`src/rtl/regwrite_arbiter.sv`:
```
// rtl/regwrite_arbiter.sv - round-robin arbiter for the register bank write port with locked bursts
module regwrite_arbiter #(
  parameter int NREQ      = 4,
  parameter int AW        = 5,
  parameter int DW        = 32,
  parameter int MAX_BEATS = 8
) (
  input  logic               clk,
  input  logic               clrn,
  input  logic [NREQ-1:0]    req,
  input  logic [NREQ-1:0]    lock,
  input  logic [NREQ-1:0]    req_clr,
  input  logic [NREQ*AW-1:0] req_addr,
  input  logic [NREQ*DW-1:0] req_data,
  output logic [NREQ-1:0]    gnt,
  output logic [NREQ-1:0]    ack,
  output logic               wr_ena,
  output logic               wr_clr,
  output logic [AW-1:0]      wr_addr,
  output logic [DW-1:0]      wr_data,
  output logic               busy
);

  localparam int PW = (NREQ > 1) ? $clog2(NREQ) : 1;
  localparam int CW = $clog2(MAX_BEATS + 1);

  typedef enum logic {IDLE = 1'b0, OWN = 1'b1} state_t;

  state_t          state_q, state_d;
  logic [PW-1:0]   ptr_q, ptr_d;
  logic [PW-1:0]   owner_q, owner_d;
  logic [CW-1:0]   cnt_q, cnt_d;

  logic            win_valid;
  logic [PW-1:0]   win_idx;
  logic            beat_valid;
  logic [PW-1:0]   beat_idx;

  logic [NREQ-1:0] gnt_d;
  logic            ena_d, clr_d;
  logic [AW-1:0]   addr_d;
  logic [DW-1:0]   data_d;

  // Index after i, wrapping at NREQ (NREQ need not be a power of two).
  function automatic logic [PW-1:0] next_idx(input logic [PW-1:0] i);
    if (int'(i) == NREQ - 1) return '0;
    else return i + 1'b1;
  endfunction

  // Round-robin scan starting at ptr; the lowest offset with a request wins.
  always_comb begin
    int idx;
    idx       = 0;
    win_valid = 1'b0;
    win_idx   = '0;
    for (int off = NREQ - 1; off >= 0; off--) begin
      idx = int'(ptr_q) + off;
      if (idx >= NREQ) idx = idx - NREQ;
      if (req[idx]) begin
        win_valid = 1'b1;
        win_idx   = idx[PW-1:0];
      end
    end
  end

  // Next-state: pick the beat for this edge and update ptr/owner/beat count.
  always_comb begin
    state_d    = state_q;
    ptr_d      = ptr_q;
    owner_d    = owner_q;
    cnt_d      = cnt_q;
    beat_valid = 1'b0;
    beat_idx   = win_idx;
    case (state_q)
      IDLE: begin
        if (win_valid) begin
          beat_valid = 1'b1;
          if (lock[win_idx] && (MAX_BEATS > 1)) begin
            state_d = OWN;
            owner_d = win_idx;
            cnt_d   = CW'(1);
          end else begin
            ptr_d = next_idx(win_idx);
          end
        end
      end
      OWN: begin
        beat_idx = owner_q;
        if (!req[owner_q]) begin
          // Owner walked away: release without a beat.
          state_d = IDLE;
          ptr_d   = next_idx(owner_q);
          cnt_d   = '0;
        end else begin
          beat_valid = 1'b1;
          cnt_d      = cnt_q + 1'b1;
          // Unlocked beat is the last of the burst; the cap forces release too.
          if (!lock[owner_q] || (cnt_q == CW'(MAX_BEATS - 1))) begin
            state_d = IDLE;
            ptr_d   = next_idx(owner_q);
            cnt_d   = '0;
          end
        end
      end
      default: state_d = IDLE;
    endcase
  end

  // Output decode for the chosen beat; address 0 is never written or cleared.
  always_comb begin
    gnt_d  = '0;
    ena_d  = 1'b0;
    clr_d  = 1'b0;
    addr_d = '0;
    data_d = '0;
    for (int i = 0; i < NREQ; i++) begin
      if (beat_valid && (int'(beat_idx) == i)) begin
        gnt_d[i] = 1'b1;
        addr_d   = req_addr[i*AW +: AW];
        if (!req_clr[i]) data_d = req_data[i*DW +: DW];
        if (req_addr[i*AW +: AW] != '0) begin
          if (req_clr[i]) clr_d = 1'b1;
          else            ena_d = 1'b1;
        end
      end
    end
  end

  // State and registered outputs; reset drops everything, including a burst.
  always_ff @(posedge clk or negedge clrn) begin
    if (!clrn) begin
      state_q <= IDLE;
      ptr_q   <= '0;
      owner_q <= '0;
      cnt_q   <= '0;
      gnt     <= '0;
      ack     <= '0;
      wr_ena  <= 1'b0;
      wr_clr  <= 1'b0;
      wr_addr <= '0;
      wr_data <= '0;
    end else begin
      state_q <= state_d;
      ptr_q   <= ptr_d;
      owner_q <= owner_d;
      cnt_q   <= cnt_d;
      gnt     <= gnt_d;
      ack     <= gnt_d;
      wr_ena  <= ena_d;
      wr_clr  <= clr_d;
      wr_addr <= addr_d;
      wr_data <= data_d;
    end
  end

  assign busy = (state_q == OWN);

endmodule

```
`config.mk`:
```
export PLATFORM = sky130hd
export DESIGN_NAME = regwrite_arbiter
export DESIGN_NICKNAME = d
export VERILOG_FILES = /design/src/rtl/regwrite_arbiter.sv
export SDC_FILE = /design/constraint.sdc
export NUM_CORES = 1
export LEC_CHECK = 0
export ABC_CLOCK_PERIOD_IN_PS = 2200
export BUFFER_PORTS_ARGS = -buffer_cell sky130_fd_sc_hd__buf_4
export CAP_MARGIN = 20
export CELL_PAD_IN_SITES_DETAIL_PLACEMENT = 1
export CELL_PAD_IN_SITES_GLOBAL_PLACEMENT = 1
export CORE_ASPECT_RATIO = 1.4
export CORE_MARGIN = 8
export CORE_UTILIZATION = 32
export CTS_BUF_LIST = sky130_fd_sc_hd__clkbuf_2 sky130_fd_sc_hd__clkbuf_4 sky130_fd_sc_hd__clkbuf_8
export DETAILED_ROUTE_END_ITERATION = 6
export GPL_ROUTABILITY_DRIVEN = 1
export PLACE_DENSITY = 0.9
export SETUP_SLACK_MARGIN = 0.4
export SYNTH_ARGS = -nofsm -noshare
export SYNTH_HDL_FRONTEND = slang
export SYNTH_SLANG_ARGS = --single-unit
export TNS_END_PERCENT = 1
```
`constraint.sdc`:
```
create_clock -name clk -period 2.2 [get_ports clk]
set_clock_uncertainty 0.05 [all_clocks]
set_input_delay 0.11 -clock clk [delete_from_list [all_inputs] [get_ports clk]]
set_output_delay 0.11 -clock clk [all_outputs]
set_load 0.005 [all_outputs]
```
# Word level (Yosys, flattened, before mapping)
# Index checks and enable logic that the tools add are counted.
# totals
reg_bits	52
latchBits	0
mem_bits_rw	0
romBits	0
inputBits	162
out_inout_bits	48
wordCells	145
mem_count	0
# classes
addsub	10
multipliers	0
n_div	0
order_cmp	10
eq_ne	10
shift	0
mux	91
bitwise_logic	1
n_reduce_logical	14
# op_table
operator	count
2-to-1 mux 32 bit	12
< comparator 32 x 4 -> 1 bit (second input constant)	4
2-to-1 mux 1 bit	49
2-to-1 mux 2 bit	11
2-to-1 mux 5 bit	4
nonzero test 5 bit	4
2-to-1 mux 4 bit	4
binary-select mux 1 bit (select 2 bit)	7
subtractor 3 x 3 -> 4 bit (second input constant)	3
greater-or-equal comparator 3 bit (second input constant)	3
case mux 4 bit (2 select lines)	1
adder 2 x 2 -> 3 bit (second input constant)	2
== test 2 x 1 -> 1 bit (second input constant)	3
< comparator 2 x 3 -> 1 bit (second input constant)	2
!= test 2 bit (second input constant)	3
AND reduction 3 bit	2
adder 2 x 1 -> 2 bit (second input constant)	2
adder 4 x 1 -> 4 bit (second input constant)	1
== test 2 bit (second input constant)	2
== test 4 x 3 -> 1 bit (second input constant)	1
logical AND 1 bit	4
case mux 1 bit (2 select lines)	2
case mux 2 bit (2 select lines)	1
subtractor 2 x 3 -> 4 bit (second input constant)	1
8 further kinds	8

# Depth between registers and ports, before layout
# Gate-level depths: netlist (run 1).
# logic_depth
ltp_word	23
depth_mapped	9
depth_no_buf	6

# Least setup slack after synthesis (run 1)
# Ideal clock, no wire load.
# synth_timing
path_kind	register -> register
from	register ptr_q[1]
to	register wr_data[21]
setup_time_ns	0.119
arrival_time_ns	1.865
t_required_ns	2.031
slack_ns	0.166
path_stages_with_launch	8
path_buffers	1
path_cell_list	dfrtp_1 -> and2_1 -> o2111a_2 -> nor4_4 -> o211ai_4 -> buf_6 -> nor2_2 -> o2bb2ai_2
# synth_between
elab_chain_len	20
elab_cells_between_ends	53
classes_between	add/sub: 7; order compare: 4; eq/ne: 3; mux: 34; reduce/logical: 5
# synth_lines
element	line_no	text
from (decl)	30	logic [PW-1:0] ptr_q, ptr_d;
from (signal assigned)	144	ptr_q <= ptr_d;
adder 2 x 2 -> 3 bit	57	idx = int'(ptr_q) + off;
subtractor 3 x 3 -> 4 bit / greater-or-equal comparator 3 bit (equally long branches)	58	if (idx >= NREQ) idx = idx - NREQ;
2-to-1 mux 32 bit	58	
binary-select mux 1 bit (select 2 bit)	59	if (req[idx]) begin
2-to-1 mux 1 bit (implied by the code) (2 in series)	59	
2-to-1 mux 1 bit / 2-to-1 mux 2 bit (equally long branches) (4 in series)	59	
2-to-1 mux 1 bit / 2-to-1 mux 2 bit (equally long branches)	76, 74	
case mux 1 bit (2 select lines) / zero test 2 bit (equally long branches)	74, 117	
logical AND 1 bit	117	if (beat_valid && (int'(beat_idx) == i)) begin
2-to-1 mux 32 bit	117	
2-to-1 mux 32 bit	120	if (!req_clr[i]) data_d = req_data[i*DW +: DW];
2-to-1 mux 32 bit	117	
2-to-1 mux 32 bit	120	
2-to-1 mux 32 bit	117	
2-to-1 mux 32 bit	120	
2-to-1 mux 32 bit (*)	117	
net data_d[21]	42	logic [DW-1:0] data_d;
to (signal assigned)	152	wr_data <= data_d;
to (decl)	20	output logic [DW-1:0] wr_data,
# Mark *: on every way through the listed nets, which the timed path passes. The rest lies on a longest branch. The select of a mux whose other input is x is not followed.
# A chain may end at the register's enable or synchronous reset.

# Worst setup path in the final report (run 1)
# layout_timing
from	register ptr_q[0]
to	register wr_data[13]
# Same word-level chain as after synthesis.

==> reports/results.ini, run 1 <==
[status]
status = complete, but fails checks
violations = negative hold slack, negative setup slack

[layout]
syn2layout_area_growth_pct = 85.5
final_common_cell = buf_4
layout_common_cells = 227 x buf_4, 54 x dlygate4sd3_1, 51 x dfrtp_1, 32 x a21oi_1, 25 x nor2_2
drive_above_1_share = 0.562
nFillCells = 1166
final_util = 0.598
fin_nets = 779

[detailed_routing]
drc = 0
vias = 4307
drt_iter0_drc = 138
wl_per_cell_um = 26.4
first_pass_iters = 4
wirelength_um = 20000
final_antenna_net_count = 0
viasPerCell = 5.68

[critical_path]
cpMaxStageDelayCell = dfrtp_1
endpoint_kind = register
startpoint_type = register
crit_chain = buf_4, nand2b_1, o2111a_2, o31a_1, buf_12, a21oi_1, a2bb2oi_2, o2bb2ai_2
path_class = reg2reg
critPathMaxFanout = 32
worstPathArrival_ns = 2.45
cpPeakStageDelay_ns = 0.42
critPathRequiredTime_ns = 2.35

[grt]
antenna_found_initial = 1
grt_pass1_vias = 5114
grt_pass1_wl_um = 29400
grt_overflow = 0
grt_max_degree = 53
grt.total_usage = 0.260

[floorplanning]
die_w_um = 104
dieArea_um2 = 14400
fp.dieH_um = 139
fp.coreArea_um2 = 10700
row_count = 45
num_io_pins = 210
start_util = 0.323

[power]
power_density_nw_per_um2 = 1220
p_leak_nw = 2.92
peakVddDrop_mv = 0.473

[yosys]
syn_avg_cell_area_um2 = 10.3
ys_seq_area_frac = 0.377
synth_fa_ha_area_frac = 0.00725
synth-xor-area-share = 0.00254
synthCells = 334
syn_area_um2 = 3450
yosys.area.top_type = dfrtp_1
ys.flop_type = dfrtp_1
synth_edf_count = 0
ys_types = 60
synth-simple-area-share = 0.152
muxShareOfSynthArea = 0.0218
synth_top_area_frac = 0.377
ys_seq_elements = 52
synth_compound_gate_area_share = 0.367
synth.area.top_cells = dfrtp_1 38%, a2bb2oi_1 6.9%, o2bb2ai_1 6.9%, a21oi_1 5.4%, nor2_2 3.4%
syn_nets = 498
synth_top_family_by_area = compound AO/OA/AOI/OAI gates
ys_warn_count = 0
synthArstFlopShare = 1.00

[sta]
rsz0062_at_grt = true
min_period_ns = 2.30
fin_ws_ns = -0.0984
max_slew_margin = 0.504
maxSlewViolCount = 0
holdWs_ns = -0.00286
finalHoldViolCount = 1
worstMarginPinSlew_ns = 0.744
max_clock_freq_mhz = 435
setup_viol = 7
layout_worst_path_cycle_share = 1.04

[cts]
clock_latency_ns = 0.31
cts_tree = done
cts_buffers = 5
cts-root-buf = clkbuf_8
htreeDepth = 2
cts.sinks = 52
clk_path_buf_depth = 2
clk_pin_slew_worst_paths_ns = 0.11

[placement]
port_buffers = 209
hpwlAfterDp_um = 12300
gp_congestion = 0.835

[job]
cap_violations = 0

[worst_hold_path]
hold_path_class = in2reg

[area by class of cell]
cell class	instances	area, um2	share of cell area
antenna	1	2.50	0.000391
clock buffer	7	96.3	0.0151
clock inverter	1	30.0	0.00469
inverter	7	26.3	0.00410
multi-input combinational	247	2130	0.333
sequential	52	1300	0.203
tap	141	176	0.0276
timing repair buffer	302	2630	0.411
[stage by stage]
stage / instances / setup WS, ns / power, mW / setup TNS [ns] / cell area, um2
floorplan: 334 / 0.183 / 4.19 / 0 / 3450
global placement: 678 / 0.0762 / 5.69 / 0 / 5240
detailed placement: 678 / -0.113 / 5.91 / -1.29 / 5240
CTS: 752 / 0.0546 / 7.33 / 0 / 6210
global route: 758 / -0.105 / 8.15 / -2.18 / 6400
finish: 758 / -0.0984 / 7.79 / -0.251 / 6400
[worst paths after layout]
check	startpoint	end	slack, ns	cells after the start
hold reg to reg	cnt_q[0]$_DFFE_PN0P_	cnt_q[0]$_DFFE_PN0P_	0.52	1
hold / removal	req_data[43]	wr_data[11]$_DFF_PN0_	-0.003	3
setup reg to reg	ptr_q[0]$_DFFE_PN0P_	wr_data[13]$_DFF_PN0_	-0.1	8
setup / recovery	ptr_q[0]$_DFFE_PN0P_	wr_data[13]$_DFF_PN0_	-0.1	8
max in group asynchronous	clrn	ptr_q[1]$_DFFE_PN0P_	1.21	2
min in group asynchronous	clrn	wr_data[27]$_DFF_PN0_	0.36	2
[Yosys cell counts, drive strengths merged, types with 3 or more instances]
master / instances
or4: 3
o2bb2ai: 32
a21boi: 4
o21ai: 5
nand2: 10
o211ai: 8
nand3: 3
a221oi: 4
nor3b: 4
or3: 3
nand4: 3
buf: 28
nor2: 43
nor3: 7
mux2i: 3
a21oi: 37
a32o: 7
mux2: 4
a311o: 3
and2: 3
a2bb2oi: 33
inv: 7
o22a: 3
dfrtp: 52
[worst max-delay path, delay by kind of cell, from the launching register on]
kind	cells	cell delay (ns)
flip-flops	1	0.42
buffers and inverters	2	0.35
AND/OR/NAND/NOR	1	0.15
AO/OA/AOI/OAI	5	1.18
[kinds of logic after synthesis]
group | count (synthesis)
xor+xnor | 1
mux | 7
compound gates | 148
fa+ha+maj | 2
buf+inv | 35
simple gates | 89
flops | 52
[repair_timing]
item                       in CTS  in global routing
hold endpoints to repair       87                  0
setup buffers                   8                  3
setup endpoints to repair      52                 51
pin swaps                      11                 26
hold buffers                   54                  0
gates resized for setup        31                 37
gates cloned                    4                  2
[where the power goes]
group / internal [mW] / switching [mW]
registers: 1.35 / 0.225
logic: 2.80 / 2.65
clock network: 0.403 / 0.361
[state kept, by name, summed over array words and instances, names as in the netlist]
name     count
owner_q      2
cnt_q        4
busy         1
ack          4
wr_clr       1
wr_addr      5
wr_data     32
ptr_q        2
wr_ena       1
[layer usage]
| layer | wire length (um) | vias to the layer above | share of wire | GRT usage |
|---|---|---|---|---|
| li1 | - | 1855 | - | - |
| met1 | 6630 | 2164 | 0.33 | 0.240 |
| met2 | 11000 | 211 | 0.55 | 0.485 |
| met3 | 1160 | 77 | 0.058 | 0.0730 |
| met4 | 1170 | 0 | 0.059 | 0.169 |
| met5 | 0 | - | 0 | 0 |
No activity file was read; power rests on OpenSTA's default activity.
==> run 2, diff against run 1 <==
Settings changed: ABC_AREA set to 1, CELL_PAD_IN_SITES_DETAIL_PLACEMENT 1 to unset, CELL_PAD_IN_SITES_GLOBAL_PLACEMENT 1 to unset, CORE_UTILIZATION 32 to 35, PLACE_DENSITY 0.9 to 0.73.
==> reports/results.ini, run 2 <==
[yosys]
synth_most_common_cell = nand2_1
synth_edf_count = 0
syn_area_um2 = 3860
syn_avg_cell_area_um2 = 6.55
synth.area.top_cells = dfrtp_1 34%, nand2_1 23%, nand3_2 9.3%, inv_1 8.4%, nand3_1 7.6%
synthArstFlopShare = 1.00
ys_top_cells_by_count = 236 x nand2_1, 86 x inv_1, 59 x nand3_1
yosys.area.top_type = dfrtp_1
ys_types = 29
syn_nets = 754
ys_seq_area_frac = 0.337
ys_warn_count = 0
synth_top_area_frac = 0.337
synthCells = 590
ys.flop_type = dfrtp_1
ys_seq_elements = 52

[sta]
finalHoldViolCount = 0
layout_worst_path_cycle_share = 1.02
rsz0062_at_grt = true
fin_ws_ns = -0.0403
min_period_ns = 2.24
setup_viol = 22
max_clock_freq_mhz = 446
worstMarginPinSlew_ns = 0.715
maxSlewViolCount = 0
max_slew_margin = 0.524

[layout]
final_common_cell = nand2_1
fin_nets = 1040
regMostFlops = wr_data
final_cells = 1021
largest_register_ffs = 32
drive_above_1_share = 0.367
nFillCells = 977
syn2layout_area_growth_pct = 76.3
largest_registers = wr_data (32), wr_addr (5)
layout_common_cells = 230 x nand2_1, 223 x buf_4, 85 x inv_1, 63 x dlygate4sd3_1, 55 x nand3_1

[worst_hold_path]
hold_end = wr_data[7]$_DFF_PN0_
hold_path_class = in2reg
min_path_cells = 5
min_from = req_data[71]

[grt]
grt_max_degree = 53
grt_pass1_wl_um = 23900
grt_overflow = 0
antenna_found_initial = 2
grt_pass1_vias = 4740
grt.total_usage = 0.202

[critical_path]
worstPathArrival_ns = 2.41
critPathRequiredTime_ns = 2.37
cpPeakStageDelay_ns = 0.47
crit_chain = buf_6, o21ai_4, nor2_1, nand3_2, nor2_2, a21oi_4, buf_4, nand3_2, nor2_4, buf_12, clkbuf_16, nand2_1, nand2_1, nand2_1
reg2reg_to = wr_data[12]$_DFF_PN0_
endpoint_kind = register
timing.reg2reg.setup_slack_ns = -0.04
r2r_cells = 14
cpMaxStageDelayCell = dfrtp_2
startpoint_type = register
path_class = reg2reg
path_common_cell = nand2_1
critPathMaxFanout = 6
crit-reg2reg-launch = ptr_q[0]$_DFFE_PN0P_

[floorplanning]
fp.dieH_um = 140
start_util = 0.357
num_io_pins = 210
fp.coreArea_um2 = 10800
dieArea_um2 = 14700
die_w_um = 105
row_count = 45

[placement]
dp.cells = 929
hpwlAfterDp_um = 10700
pre_cts_ws_ns = -0.00554
gp_congestion = 0.894
port_buffers = 209

[cts]
cts.sinks = 52
cts-root-buf = clkbuf_8
clk_path_buf_depth = 2
cts_tree = done
clock_latency_ns = 0.32
cts_buffers = 5
clk_pin_slew_worst_paths_ns = 0.11
htreeDepth = 2

[detailed_routing]
wirelength_um = 16400
viasPerCell = 4.67
final_antenna_net_count = 0
wl_per_cell_um = 16.1
drc = 0
vias = 4770
first_pass_iters = 4
drt_iter0_drc = 182

[power]
p_leak_nw = 3.90
power_mw = 8.69
power_density_nw_per_um2 = 1280
peakVddDrop_mv = 0.527

[job]
cap_violations = 0

[status]
violations = negative setup slack
status = complete, but fails checks

[run 2: how the worst max path moves through the flow]
stage	startpoint	end	slack (ns)	cells after the start
final	ptr_q[0]$_DFFE_PN0P_	wr_data[12]$_DFF_PN0_	-0.04	14
after global routing	ptr_q[0]$_DFFE_PN0P_	wr_data[9]$_DFF_PN0_	-0.17	15
after CTS	ptr_q[0]$_DFFE_PN0P_	wr_data[9]$_DFF_PN0_	0.02	17
after detailed placement	ptr_q[0]$_DFFE_PN0P_	wr_data[9]$_DFF_PN0_	-0.006	17
after global placement	ptr_q[0]$_DFFE_PN0P_	wr_data[9]$_DFF_PN0_	0.05	17
after floorplan	ptr_q[0]$_DFFE_PN0P_	wr_data[0]$_DFF_PN0_	0.33	15
[run 2: kinds of logic (layout without fill, tap and decap cells)]
group | Yosys count | in the layout | synth area share
buf+inv | 118 | 405 | 0.135
compound gates | 15 | 15 | 0.0236
other cells | 0 | 3 | 0
xor+xnor | 1 | 1 | 0.00227
flops | 52 | 52 | 0.337
simple gates | 402 | 402 | 0.496
fa+ha+maj | 2 | 2 | 0.00648
[run 2: per-layer routing]
| metal | track usage | up-vias | share of wire |
|---|---|---|---|
| met4 | 0.108 | 0 | 0.046 |
| met3 | 0.0551 | 50 | 0.064 |
| met5 | 0 | - | 0 |
| met1 | 0.205 | 2169 | 0.35 |
| met2 | 0.366 | 183 | 0.54 |
| li1 | - | 2368 | - |
[run 2: repair_timing]
item,4_1_cts,5_1_grt
hold endpoints to repair,90,0
cloned,0,8
pin swaps,0,12
setup endpoints to repair,52,52
gates resized for setup,2,23
hold buffers,63,0
buffers inserted,1,9
[run 2: metrics by stage]
step                       util  instance area [um2]  TNS (ns)  hold WS (ns)
after floorplan               -                 3860         0        -0.236
after global placement    0.526                 5690         0         0.154
after detailed placement  0.526                 5690  -0.00661         0.153
after CTS                 0.597                 6450         0      0.000743
after global routing      0.630                 6810     -5.09        0.0131
final                     0.630                 6810    -0.297       0.00977
[run 2: critical path: cells and delay by family, from the launching register on]
| kind | cells | cell delay [ns] |
|---|---|---|
| and+or+nand+nor | 8 | 0.69 |
| AOI/OAI and AO/OA | 2 | 0.33 |
| DFF | 1 | 0.47 |
| buffers and inverters | 4 | 0.60 |
[run 2: cell type report]
| class | instances | area (um2) | share of cell area |
|---|---|---|---|
| clock buffer | 5 | 68.8 | 0.0101 |
| antenna | 3 | 7.51 | 0.00110 |
| clock inverter | 3 | 46.3 | 0.00680 |
| multi-input combinational | 420 | 2120 | 0.311 |
| inverter | 88 | 330 | 0.0485 |
| tap | 141 | 176 | 0.0259 |
| timing repair buffer | 309 | 2760 | 0.405 |
| sequential | 52 | 1300 | 0.191 |
[run 2: where the power goes]
group,total [mW],internal (mW),switching [mW]
clock network,0.713,0.344,0.369
logic,6.41,3.00,3.41
registers,1.57,1.39,0.184
